--- config.mk ---
export PLATFORM = sky130hd
export DESIGN_NAME = change_dispense_sequencer
export DESIGN_NICKNAME = d
export VERILOG_FILES = /design/src/rtl/change_dispense_sequencer.sv
export SDC_FILE = /design/constraint.sdc
export NUM_CORES = 1
export LEC_CHECK = 0
export ABC_AREA = 1
export CORE_MARGIN = 4
export CORE_UTILIZATION = 53
export CTS_BUF_LIST = sky130_fd_sc_hd__clkbuf_8
export DETAILED_ROUTE_END_ITERATION = 16
export GPL_ROUTABILITY_DRIVEN = 0
export MAX_ROUTING_LAYER = met4
export PLACE_DENSITY_LB_ADDON = 0.12
export REMOVE_ABC_BUFFERS = 1
export SETUP_SLACK_MARGIN = 0.1
export SLEW_MARGIN = 20
export SYNTH_ARGS = -nofsm -noshare
export SYNTH_HDL_FRONTEND = slang
export SYNTH_SLANG_ARGS = --single-unit
--- constraint.sdc ---
create_clock -name clock -period 2.29 [get_ports clock]
set_clock_uncertainty 0.15 [all_clocks]
set_input_delay 0.229 -clock clock [delete_from_list [all_inputs] [get_ports clock]]
set_output_delay 0.229 -clock clock [all_outputs]
set_load 0.1 [all_outputs]
--- src/rtl/change_dispense_sequencer.sv ---
// Change dispenser: pays out an amount greedily, largest coin first,
// one four-phase eject/ack handshake per coin, with timeout protection.
module change_dispense_sequencer #(
    parameter int          DENOM0      = 100,
    parameter int          DENOM1      = 25,
    parameter int          DENOM2      = 10,
    parameter int          DENOM3      = 5,
    parameter logic [27:0] ACK_TIMEOUT = 28'd50_000_000
) (
    input  logic        clock,
    input  logic        reset,
    input  logic        start,
    input  logic [11:0] changeAmount,
    input  logic [3:0]  tubeEmpty,
    input  logic        ejectAck,
    output logic [3:0]  eject,
    output logic        busy,
    output logic        done,
    output logic        shortfall,
    output logic        fault,
    output logic [11:0] remaining,
    output logic [7:0]  coinCount
);

    typedef enum logic [2:0] {
        IDLE, SELECT, EJECT, RELEASE, DONE, FAULT
    } state_t;

    localparam logic [3:0][11:0] DEN = {
        12'(DENOM3), 12'(DENOM2), 12'(DENOM1), 12'(DENOM0)
    };

    state_t      state, state_n;
    logic [3:0]  eject_n;
    logic [11:0] rem_n;
    logic [7:0]  cnt_n;
    logic        short_n, fault_n;
    logic [27:0] tmo, tmo_n;
    logic [1:0]  sel, sel_n;
    logic [1:0]  pick;
    logic        found;
    logic        tmo_last;

    // Scan high to low so the last hit is the largest eligible coin.
    always_comb begin
        found = 1'b0;
        pick  = 2'd0;
        for (int i = 3; i >= 0; i--) begin
            if (DEN[i] <= remaining && !tubeEmpty[i]) begin
                found = 1'b1;
                pick  = 2'(i);
            end
        end
    end

    assign tmo_last = (tmo == ACK_TIMEOUT - 28'd1);
    assign busy     = (state != IDLE);
    assign done     = (state == DONE) || (state == FAULT);

    always_comb begin
        state_n = state;
        eject_n = eject;
        rem_n   = remaining;
        cnt_n   = coinCount;
        short_n = shortfall;
        fault_n = fault;
        tmo_n   = tmo;
        sel_n   = sel;
        unique case (state)
            IDLE: begin
                if (start) begin
                    rem_n   = changeAmount;
                    cnt_n   = 8'd0;
                    short_n = 1'b0;
                    fault_n = 1'b0;
                    state_n = SELECT;
                end
            end
            SELECT: begin
                tmo_n = 28'd0;
                if (remaining == 12'd0) begin
                    state_n = DONE;
                end else if (found) begin
                    sel_n   = pick;
                    eject_n = 4'(1) << pick;
                    state_n = EJECT;
                end else begin
                    short_n = 1'b1;
                    state_n = DONE;
                end
            end
            EJECT: begin
                if (ejectAck) begin
                    eject_n = 4'd0;
                    rem_n   = remaining - DEN[sel];
                    cnt_n   = (coinCount == 8'hFF) ? coinCount
                                                   : coinCount + 8'd1;
                    tmo_n   = 28'd0;
                    state_n = RELEASE;
                end else if (tmo_last) begin
                    eject_n = 4'd0;
                    fault_n = 1'b1;
                    state_n = FAULT;
                end else begin
                    tmo_n = tmo + 28'd1;
                end
            end
            RELEASE: begin
                if (!ejectAck) begin
                    state_n = SELECT;
                end else if (tmo_last) begin
                    fault_n = 1'b1;
                    state_n = FAULT;
                end else begin
                    tmo_n = tmo + 28'd1;
                end
            end
            DONE:    state_n = IDLE;
            FAULT:   state_n = IDLE;
            default: state_n = IDLE;
        endcase
    end

    always_ff @(posedge clock or posedge reset) begin
        if (reset) begin
            state     <= IDLE;
            eject     <= 4'd0;
            remaining <= 12'd0;
            coinCount <= 8'd0;
            shortfall <= 1'b0;
            fault     <= 1'b0;
            tmo       <= 28'd0;
            sel       <= 2'd0;
        end else begin
            state     <= state_n;
            eject     <= eject_n;
            remaining <= rem_n;
            coinCount <= cnt_n;
            shortfall <= short_n;
            fault     <= fault_n;
            tmo       <= tmo_n;
            sel       <= sel_n;
        end
    end

endmodule

# --- Word level (Yosys, flattened, before mapping) ---
# Cells that the tools add are included.
totals:
  regBits: 59
  latch_bits: 0
  ram_bits: 0
  mem_bits_ro: 0
  out_inout_bits: 28
  n_memories: 0
op_classes:
  add_sub_neg: 3
  multipliers: 0
  div: 0
  order_cmp: 5
  eq_ne: 16
  shifts: 1
  mux: 41
  n_bitwise: 1
  n_reduce_logical: 24
op_table:
  columns: ["operator", "n"]
  rows:
  - ["2-to-1 mux 28 bit", 3]
  - ["one-hot mux 28 bit (3 select lines)", 1]
  - ["2-to-1 mux 12 bit", 3]
  - ["adder 28 x 1 -> 28 bit, second input constant", 1]
  - ["equality test 28 x 26 -> 1 bit, second input constant", 1]
  - ["binary-select mux 12 bit (select 2 bit)", 1]
  - ["2-to-1 mux 8 bit", 3]
  - ["one-hot mux 12 bit (2 select lines)", 1]
  - ["2-to-1 mux 3 bit", 6]
  - ["2-to-1 mux 4 bit", 4]
  - ["!= test 2 bit, second input constant", 8]
  - ["one-hot mux 8 bit (2 select lines)", 1]
  - ["AND reduction 4 bit", 4]
  - ["<= comparator 3 x 12 -> 1 bit, first input constant", 1]
  - ["<= comparator 4 x 12 -> 1 bit, first input constant", 1]
  - ["<= comparator 5 x 12 -> 1 bit, first input constant", 1]
  - ["<= comparator 7 x 12 -> 1 bit, first input constant", 1]
  - ["zero test 12 bit", 1]
  - ["one-hot mux 3 bit (4 select lines)", 1]
  - ["subtractor 12 bit", 1]
  - ["2-to-1 mux 1 bit", 10]
  - ["nonzero test 3 bit", 3]
  - ["adder 8 x 1 -> 8 bit, second input constant", 1]
  - ["equality test 8 bit, second input constant", 1]
  - ["18 further kinds", 32]

# --- Longest topological paths before layout ---
# Gate-level depths: netlist of run 1.
logic_depth:
  ltp_word: 10
  ltp_mapped: 15
  ltp_nobuf: 15

# --- Least setup slack after synthesis of run 1 ---
# Ideal clock, no wire load.
synth_timing:
  path_type: "flip-flop to flip-flop"
  start: "register remaining[0]"
  end: "register remaining[10]"
  setup_ns: 0.083
  t_arrival_ns: 2.484
  slack_ns: -0.427
  stages_incl_launch_ff: 13
  path_buffers: 0
  period_less_slack_ns: 2.717
  path_cell_list: "dfrtp_1 -> inv_1 -> ha_1 -> fa_1 -> inv_1 -> nand3_1 -> nand2_1 -> a21oi_1 -> o21ai_0 -> nand2_1 -> nand2_1 -> nor2_1 -> o21ai_0"
synth_between:
  elab_chain_cells: 3
synth_rtl:
  columns: ["item", "line", "rtl"]
  rows:
  - ["start, declared", "21", "output logic [11:0] remaining,"]
  - ["start signal, assigned", "137", "remaining <= rem_n;"]
  - ["subtractor 12 bit", "95", "rem_n = remaining - DEN[sel];"]
  - ["2-to-1 mux 12 bit", "93", "if (ejectAck) begin"]
  - ["one-hot mux 12 bit (2 select lines)", "69", "unique case (state)"]
# Every way passes these cells. The select of a mux whose other input is x is not followed.
# A chain may end at the register's enable or synchronous reset.

# --- Worst setup path after layout of run 1 ---
layout_timing:
  start: "register sel[0]"
  end: "register remaining[5]"
layout_between:
  elab_chain_cells: 5
layout_rtl:
  columns: ["item", "line", "rtl"]
  rows:
  - ["start, declared", "39", "logic [1:0] sel, sel_n;"]
  - ["start signal, assigned", "142", "sel <= sel_n;"]
  - ["binary-select mux 12 bit (select 2 bit)", "95", null]
  - ["2-to-1 mux 12 bit (implied by the code)", "95", null]
  - ["subtractor 12 bit", "95", null]
  - ["2-to-1 mux 12 bit", "93", null]
  - ["one-hot mux 12 bit (2 select lines)", "69", null]
# Every way passes these cells. The select of a mux whose other input is x is not followed.

==> key figures, run 1 <==
Timing
  • RSZ-0062 raised after global routing: true
  • Final Max Slew Viols: 0
  • Final critical path time including I/O delays and setup: 2.11 ns
  • Max Clk Rate: 0.474 GHz
  • Relative max-transition margin: between 70 and 80%
  • Slew at the pin closest to its max-slew limit: between 0.3 and 0.4 ns
  • Final-layout setup total negative slack: 0 ns
  • Finish-stage setup viols: 0
  • Number of endpoints with negative hold slack in the final report: 0
  • Final critical-path share of the clock period: ~92%

Logic synthesis
  • Share of synthesized flip-flops with an asynchronous set or reset: 100%
  • Post-synthesis cell type with the largest combined area: sky130_fd_sc_hd__dfrtp_1
  • Count of flip-flops with a built-in enable after synthesis: 0
  • Count of synthesis-stage warnings from yosys: 0
  • Area share of the largest cell type after synthesis: 35.4%
  • Post-Synthesis Cells: 587
  • Average footprint of a synthesized cell: 7.12 µm²
  • Main synth FF type: sky130_fd_sc_hd__dfrtp_1
  • Top area cells in the synthesized netlist: sky130_fd_sc_hd__dfrtp_1 (35%), sky130_fd_sc_hd__nand2_1 (11%), sky130_fd_sc_hd__inv_1 (7.9%), sky130_fd_sc_hd__nor2_1 (4.8%), sky130_fd_sc_hd__nand3_1 (4.3%)
  • Sequential-to-total area share from yosys stat: 35.4%
  • Cell variety after synth: 41
  • Cell area after synthesis: ~4200 µm²
  • Register bit total from synthesis: 59

Final layout
  • Fraction of layout instances using a drive strength above 1: 22.4%
  • Antenna cell count: 0
  • Synth-to-layout area growth: 23.7%
  • Most frequent cells in the layout: sky130_fd_sc_hd__nand2_1 (121), sky130_fd_sc_hd__inv_1 (82), sky130_fd_sc_hd__dfrtp_1 (59)
  • Fill cell count: 668
  • Fraction of the core area covered by cells at the end of the flow: 67.2%
  • Number of nets in the layout: 685
  • Most common library cell in the layout ignoring fill and taps: sky130_fd_sc_hd__nand2_1

Power
  • Portion of total power attributed to sequential cells: 19.4%
  • Proportion of power drawn by combinational gates: about two thirds
  • Net switching component of the power: 4280 µW
  • Clock power share: 13.9%
  • Static Leakage: ~0.0023 µW
  • Internal Power: 3520 µW
  • Power density relative to cell area: approximately 1500 nW/µm²
  • Net switching fraction of the power: 54.9%
  • Worst VDD drop: 0.856 mV
  • Total Power: between 7000 and 8000 µW

Hold path
  • Path class of the lowest-slack min-delay path: input pin to async pin

Worst setup path
  • Capturing element type of the critical path: register
  • WP depth: 11
  • Endpoint arrival time on the critical path: roughly 2.2 ns
  • Worst Path Class, Setup: register to register
  • CP cell instances: inv_2 > ha_4 > ha_4 > nand2_1 > o21ai_2 > buf_4 > a21oi_2 > or2_2 > nand3_1 > o211ai_1 > o21ai_0
  • Count of buffering cells on the critical path with inverters included: 2
  • Largest delay contributor family on the critical path: adder cells
  • Worst flop-to-flop path startpoint: sel[0]
  • Number of cell instances on the worst register-to-register path: 11
  • Element type at the critical path start: register
  • Delay of the slowest cell on the worst path: 0.39 ns
  • Cell at the slowest stage of the critical path: sky130_fd_sc_hd__dfrtp_1
  • FF-to-FF End: remaining[5]
  • Largest fanout on the critical path: 4
  • Register-to-register setup slack: 0.18 ns
  • Data required time of the critical path: 2.42 ns
  • CP most frequent cell: sky130_fd_sc_hd__ha_4

Routing
  • Wire length on met3: 492 µm
  • Antenna Violating Nets Remaining: 0
  • Met1 Wirelength: 4610 µm
  • Uppermost layer routed: met4
  • Number of vias per cell after detailed routing: 5.44
  • First drt pass iteration count: 5
  • Detailed Route Iter0 Violations: 172
  • Number of vias in the routed layout: 4,129
  • DRC viols: 0
  • WL per Instance: 14.2 µm
  • Length of routed met2 wiring: 5370 µm
  • Routed Wire Length: 10,800 µm

Die
  • Total I/O pin count: 48
  • Die footprint: 9360 µm²
  • Horiz. Die Dim: 96.8 µm
  • Placeable core area: 7690 µm²
  • Row Count: 32
  • Die height: 96.8 µm
  • Starting Density: 54.3%

Global route
  • GRT Overall Usage: between 20 and 25%
  • Number of antenna violations at the first check in global routing: 0
  • Total gr overflow: 0
  • Maximum number of pins on one net before global-route repair: 60
  • Global-route wire length before repair: ~18,000 µm
  • Via count of the first global-routing pass: 3,992

Clock network
  • Clock network latency to the later pin of the worst-skew pair: about 0.35 ns
  • Clock tree from TritonCTS: yes
  • Cell chosen for the clock root: sky130_fd_sc_hd__clkbuf_8
  • Maximum root-to-sink buffer count: 2
  • CTS Buf Count: 9
  • Clock slew at reported path FFs: 0.08 ns
  • Hold buffer count at cts: 0
  • Number of H-tree branching levels: 3
  • TritonCTS Sinks: 59

Job
  • Max-cap check violation count: 0

Outcome
  • Run status: finished clean

Place
  • Number of buffer cells added on primary ports: 47
  • Estimated wirelength of the detail-placed design: 7910 µm
power by group through the flow:
stage | Sequential, µW | Combinational [µW] | Clock, µW
after floorplan | 2590 | 2320 | 0
after global placement | 1500 | 4550 | 0
after detailed placement | 1500 | 4640 | 0
after CTS | 1500 | 4830 | 1090
after global routing | 1540 | 5640 | 1150
final | 1510 | 5210 | 1080
layout make-up:
class / count / area (µm²) / area share [%]
Clock buffer: 9 / 124 / 2.40
Clock inverter: 7 / 91.3 / 1.77
Inverter: 106 / 403 / 7.80
Timing Repair Buffer: 60 / 536 / 10.4
Multi-Input combinational cell: 416 / 2410 / 46.6
Tap cell: 102 / 128 / 2.47
Sequential cell: 59 / 1480 / 28.6
layer usage:
layer	GRT usage, %	up-vias
met5	-	-
met4	10.4	0
met3	5.05	31
met2	39.6	120
met1	28.5	1932
li1	-	2046
logic make-up after synthesis:
logic type	synth area share, %
DFF	35.4
buffers and inverters	10.4
adders and majority gates	4.07
AOI/OAI and AO/OA	15.4
xor gates and xnor gates	1.68
and+or+nand+nor	33.0
cells in the mapped netlist (11+ instances only):
master / number
sky130_fd_sc_hd__nor2_1: 53
sky130_fd_sc_hd__o21ai_0: 29
sky130_fd_sc_hd__nand3_1: 36
sky130_fd_sc_hd__nor3_1: 19
sky130_fd_sc_hd__inv_1: 88
sky130_fd_sc_hd__dfrtp_1: 59
sky130_fd_sc_hd__nand2_1: 122
sky130_fd_sc_hd__o21ai_1: 27
sky130_fd_sc_hd__inv_2: 16
sky130_fd_sc_hd__ha_1: 12
sky130_fd_sc_hd__a21oi_1: 19
sky130_fd_sc_hd__nand4_1: 11
sky130_fd_sc_hd__o211ai_1: 12
worst register-to-register path, stage by stage, from the launching register on:
cell and delay [ns]:
sky130_fd_sc_hd__dfrtp_1 0.39, sky130_fd_sc_hd__inv_2 0.09, sky130_fd_sc_hd__ha_4 0.22, sky130_fd_sc_hd__ha_4 0.29, sky130_fd_sc_hd__nand2_1 0.08, sky130_fd_sc_hd__o21ai_2 0.12, sky130_fd_sc_hd__buf_4 0.15, sky130_fd_sc_hd__a21oi_2 0.06
sky130_fd_sc_hd__or2_2 0.27, sky130_fd_sc_hd__nand3_1 0.07, sky130_fd_sc_hd__o211ai_1 0.08, sky130_fd_sc_hd__o21ai_0 0.08
stage by stage:
step                      instance area (µm²)  hold WS (ns)  std cells  setup slack [ns]
after floorplan                          4140         0.252        581            -0.428
after global placement                   4810         0.310        743            0.0754
after detailed placement                 4810         0.313        743           -0.0775
after CTS                                5070         0.112        759            0.0722
after global routing                     5170         0.134        759            0.0349
final                                    5170        0.0983        759             0.179
state kept, by name, summed over array words and instances (netlist names):
register,flops
state,3
eject,4
shortfall,1
coinCount,8
sel,2
fault,1
remaining,12
tmo,28
worst max-delay path by stage:
| stage | startpoint | endpoint | slack [ns] |
|---|---|---|---|
| 6_report | sel[0] | remaining[5] | 0.18 |
| 3_3_place_gp | sel[0] | remaining[10] | 0.08 |
| 4_1_cts | sel[0] | remaining[7] | 0.07 |
| 5_1_grt | sel[0] | remaining[6] | 0.03 |
| 3_5_place_dp | sel[0] | remaining[7] | -0.08 |
| 2_1_floorplan | remaining[0] | remaining[10] | -0.43 |
what timing repair did:
action                                 4_1_cts  5_1_grt
buffers inserted                             0        0
resized for setup                            8       26
endpoints found under the hold margin        0        0
setup endpoints to repair                    8       11
pin swaps                                    1        5
gates cloned                                 0        0
(Power assumes the default switching activity.)
==> run 2: changes to the inputs <==
--- a/config.mk
+++ b/config.mk
@@ -7,8 +7,7 @@
 export LEC_CHECK = 0
 export ABC_AREA = 1
 export CORE_MARGIN = 4
-export CORE_UTILIZATION = 53
-export CTS_BUF_LIST = sky130_fd_sc_hd__clkbuf_8
+export CORE_UTILIZATION = 37
 export DETAILED_ROUTE_END_ITERATION = 16
 export GPL_ROUTABILITY_DRIVEN = 0
 export MAX_ROUTING_LAYER = met4
==> key figures, run 2 (synthesis gave the netlist of run 1 again) <==
Outcome
  • Run status: finished clean (unchanged)

Clock network
  • Clock network latency to the later pin of the worst-skew pair: 0.34 ns (was 0.35 ns)
  • Cell chosen for the clock root: sky130_fd_sc_hd__clkbuf_16 (was sky130_fd_sc_hd__clkbuf_8)
  • Maximum root-to-sink buffer count: 2 (unchanged)
  • Number of H-tree branching levels: 3 (unchanged)
  • CTS Buf Count: 9 (unchanged)
  • TritonCTS Sinks: 59 (unchanged)
  • Clock slew at reported path FFs: 0.05 ns (was 0.08 ns)
  • Hold buffer count at cts: 0 (unchanged)
  • Clock tree from TritonCTS: yes (unchanged)

Global route
  • Maximum number of pins on one net before global-route repair: 60 (unchanged)
  • Number of antenna violations at the first check in global routing: 0 (unchanged)
  • Global-route wire length before repair: 19,400 µm (was 18,100 µm)
  • Total gr overflow: 0 (unchanged)
  • GRT Overall Usage: 19.0% (was 24.0%)
  • Via count of the first global-routing pass: 4,044 (was 3,992)

Final layout
  • Largest reg by FF count: tmo (unchanged)
  • Fraction of layout instances using a drive strength above 1: 22.6% (was 22.4%)
  • Fraction of the core area covered by cells at the end of the flow: 48.8% (was 67.2%)
  • Most frequent cells in the layout: sky130_fd_sc_hd__nand2_1 (120), sky130_fd_sc_hd__inv_1 (81), sky130_fd_sc_hd__dfrtp_1 (59) (was sky130_fd_sc_hd__nand2_1 (121), sky130_fd_sc_hd__inv_1 (82), sky130_fd_sc_hd__dfrtp_1 (59))
  • Total area of multi-input combinational cells: 2420 µm² (was 2410 µm²)
  • Fill cell count: 1,111 (was 668)
  • Number of flip-flops under the largest register name: 28 (unchanged)
  • Seq. cell area: 1480 µm² (unchanged)
  • Number of nets in the layout: 687 (was 685)
  • Most common library cell in the layout ignoring fill and taps: sky130_fd_sc_hd__nand2_1 (unchanged)
  • Antenna cell count: 0 (unchanged)
  • Synth-to-layout area growth: 27.8% (was 23.7%)
  • Largest registers in the final layout: tmo (28), remaining (12), coinCount (8) (unchanged)

Timing
  • Number of endpoints with negative hold slack in the final report: 0 (unchanged)
  • Slew at the pin closest to its max-slew limit: 0.346 ns (was 0.368 ns)
  • Relative max-transition margin: 76.8% (was 75.2%)
  • RSZ-0062 raised after global routing: true (unchanged)
  • Final critical-path share of the clock period: 91.1% (was 92.2%)
  • Final critical path time including I/O delays and setup: 2.09 ns (was 2.11 ns)
  • Tightest hold margin: 0.122 ns (was 0.0983 ns)
  • Final-layout setup total negative slack: 0 ns (unchanged)
  • Max Clk Rate: 0.480 GHz (was 0.474 GHz)
  • Finish-stage setup viols: 0 (unchanged)
  • Post-route setup slack: 0.205 ns (was 0.179 ns)
  • Final Max Slew Viols: 0 (unchanged)

Power
  • Static Leakage: 0.00242 µW (was 0.00235 µW)
  • Power density relative to cell area: 1540 nW/µm² (was 1510 nW/µm²)
  • Worst VDD drop: 1.24 mV (was 0.856 mV)

Die
  • Die footprint: 13,100 µm² (was 9360 µm²)
  • Row Count: 38 (was 32)
  • Total I/O pin count: 48 (unchanged)
  • Placeable core area: 10,900 µm² (was 7690 µm²)
  • Die height: 114 µm (was 96.8 µm)
  • Horiz. Die Dim: 114 µm (was 96.8 µm)
  • Starting Density: 38.2% (was 54.3%)

Job
  • Max-cap check violation count: 0 (unchanged)

Routing
  • Antenna Violating Nets Remaining: 0 (unchanged)
  • WL per Instance: 14.1 µm (was 14.2 µm)
  • Routed Wire Length: 11,200 µm (was 10,800 µm)
  • Number of vias per cell after detailed routing: 5.03 (was 5.44)
  • Number of vias in the routed layout: 4,019 (was 4,129)
  • DRC viols: 0 (unchanged)
  • First drt pass iteration count: 5 (unchanged)
  • Detailed Route Iter0 Violations: 260 (was 172)

Place
  • Estimated wirelength of the detail-placed design: 8300 µm (was 7910 µm)
  • DP Worst Slack: -0.131 ns (was -0.0775 ns)
  • Number of buffer cells added on primary ports: 47 (unchanged)

Worst setup path
  • Capturing element type of the critical path: register (unchanged)
  • CP cell instances: inv_2 > ha_4 > inv_1 > ha_4 > a21oi_2 > nand2_2 > a21oi_4 > xor2_1 > nand2_1 > o211ai_1 > o21ai_1 (was inv_2 > ha_4 > ha_4 > nand2_1 > o21ai_2 > buf_4 > a21oi_2 > or2_2 > nand3_1 > o211ai_1 > o21ai_0)
  • Endpoint arrival time on the critical path: 2.16 ns (was 2.24 ns)
  • Data required time of the critical path: 2.36 ns (was 2.42 ns)
  • Delay of the slowest cell on the worst path: 0.36 ns (was 0.39 ns)
  • Largest fanout on the critical path: 3 (was 4)
  • Cell at the slowest stage of the critical path: sky130_fd_sc_hd__dfrtp_1 (unchanged)
  • Register-to-register setup slack: 0.20 ns (was 0.18 ns)
  • Worst Path Class, Setup: register to register (unchanged)
  • Number of cell instances on the worst register-to-register path: 11 (unchanged)
  • CP most frequent cell: sky130_fd_sc_hd__ha_4 (unchanged)
  • Element type at the critical path start: register (unchanged)

Hold path
  • Path class of the lowest-slack min-delay path: input pin to async pin (unchanged)
run 2: cell types whose count changed in the layout (fill, tap and decap cells not counted), moves of 2 or more:
cell                        before  now
sky130_fd_sc_hd__bufinv_16       2    0
sky130_fd_sc_hd__o21ai_1        30   35
sky130_fd_sc_hd__clkinv_2        3    0
sky130_fd_sc_hd__buf_4          38   40
sky130_fd_sc_hd__clkbuf_16       0    9
sky130_fd_sc_hd__clkbuf_8        9    6
sky130_fd_sc_hd__o21ai_0        23   18
run 2: worst max-delay path: cells and delay by family (launching register included):
kind / cells / cell delay [ns]
and+or+nand+nor: 2 / 0.17
xor gates and xnor gates: 1 / 0.17
DFF: 1 / 0.36
AOI/OAI and AO/OA: 4 / 0.50
adders and majority gates: 2 / 0.50
buffers and inverters: 2 / 0.12
run 2: area by class of cell:
class                   instances  area share [%]
inverters                     106            7.60
repair buffers                 62            10.3
well taps                     140            3.28
clock buffers                  16            5.84
flip-flops and latches         59            27.7
multi-input cells             416            45.3
run 2: repair_timing:
action,in CTS,in global routing
setup buffers,2,2
resized for setup,9,35
pin swaps,4,12
setup endpoints to repair,8,16
hold endpoints to repair,0,0
run 2: final timing paths:
kind | start | end
max in group asynchronous | reset | coinCount[1]
min | reset | eject[3]
min reg2reg | eject[3] | eject[3]
min in group clock | eject[3] | eject[3]
max reg2reg | sel[0] | remaining[6]
max | sel[0] | remaining[6]
run 2: through the flow:
step	instances	power, µW	instance area, µm²
final	799	8200	5340
after global routing	799	8800	5340
after CTS	797	7730	5190
after detailed placement	779	6160	4840
after global placement	779	6120	4840
after floorplan	581	4910	4140
run 2: layer usage:
layer,vias to the layer above,wire [µm],global-route usage (%)
met5,-,0,-
met3,15,430,3.07
met2,76,5540,31.2
met4,0,216,7.05
met1,1871,5050,23.6
li1,2057,-,-
run 2: report_power, final:
part           switching [µW]  internal, µW
clock                     479           910
sequential                255          1270
combinational            3580          1700
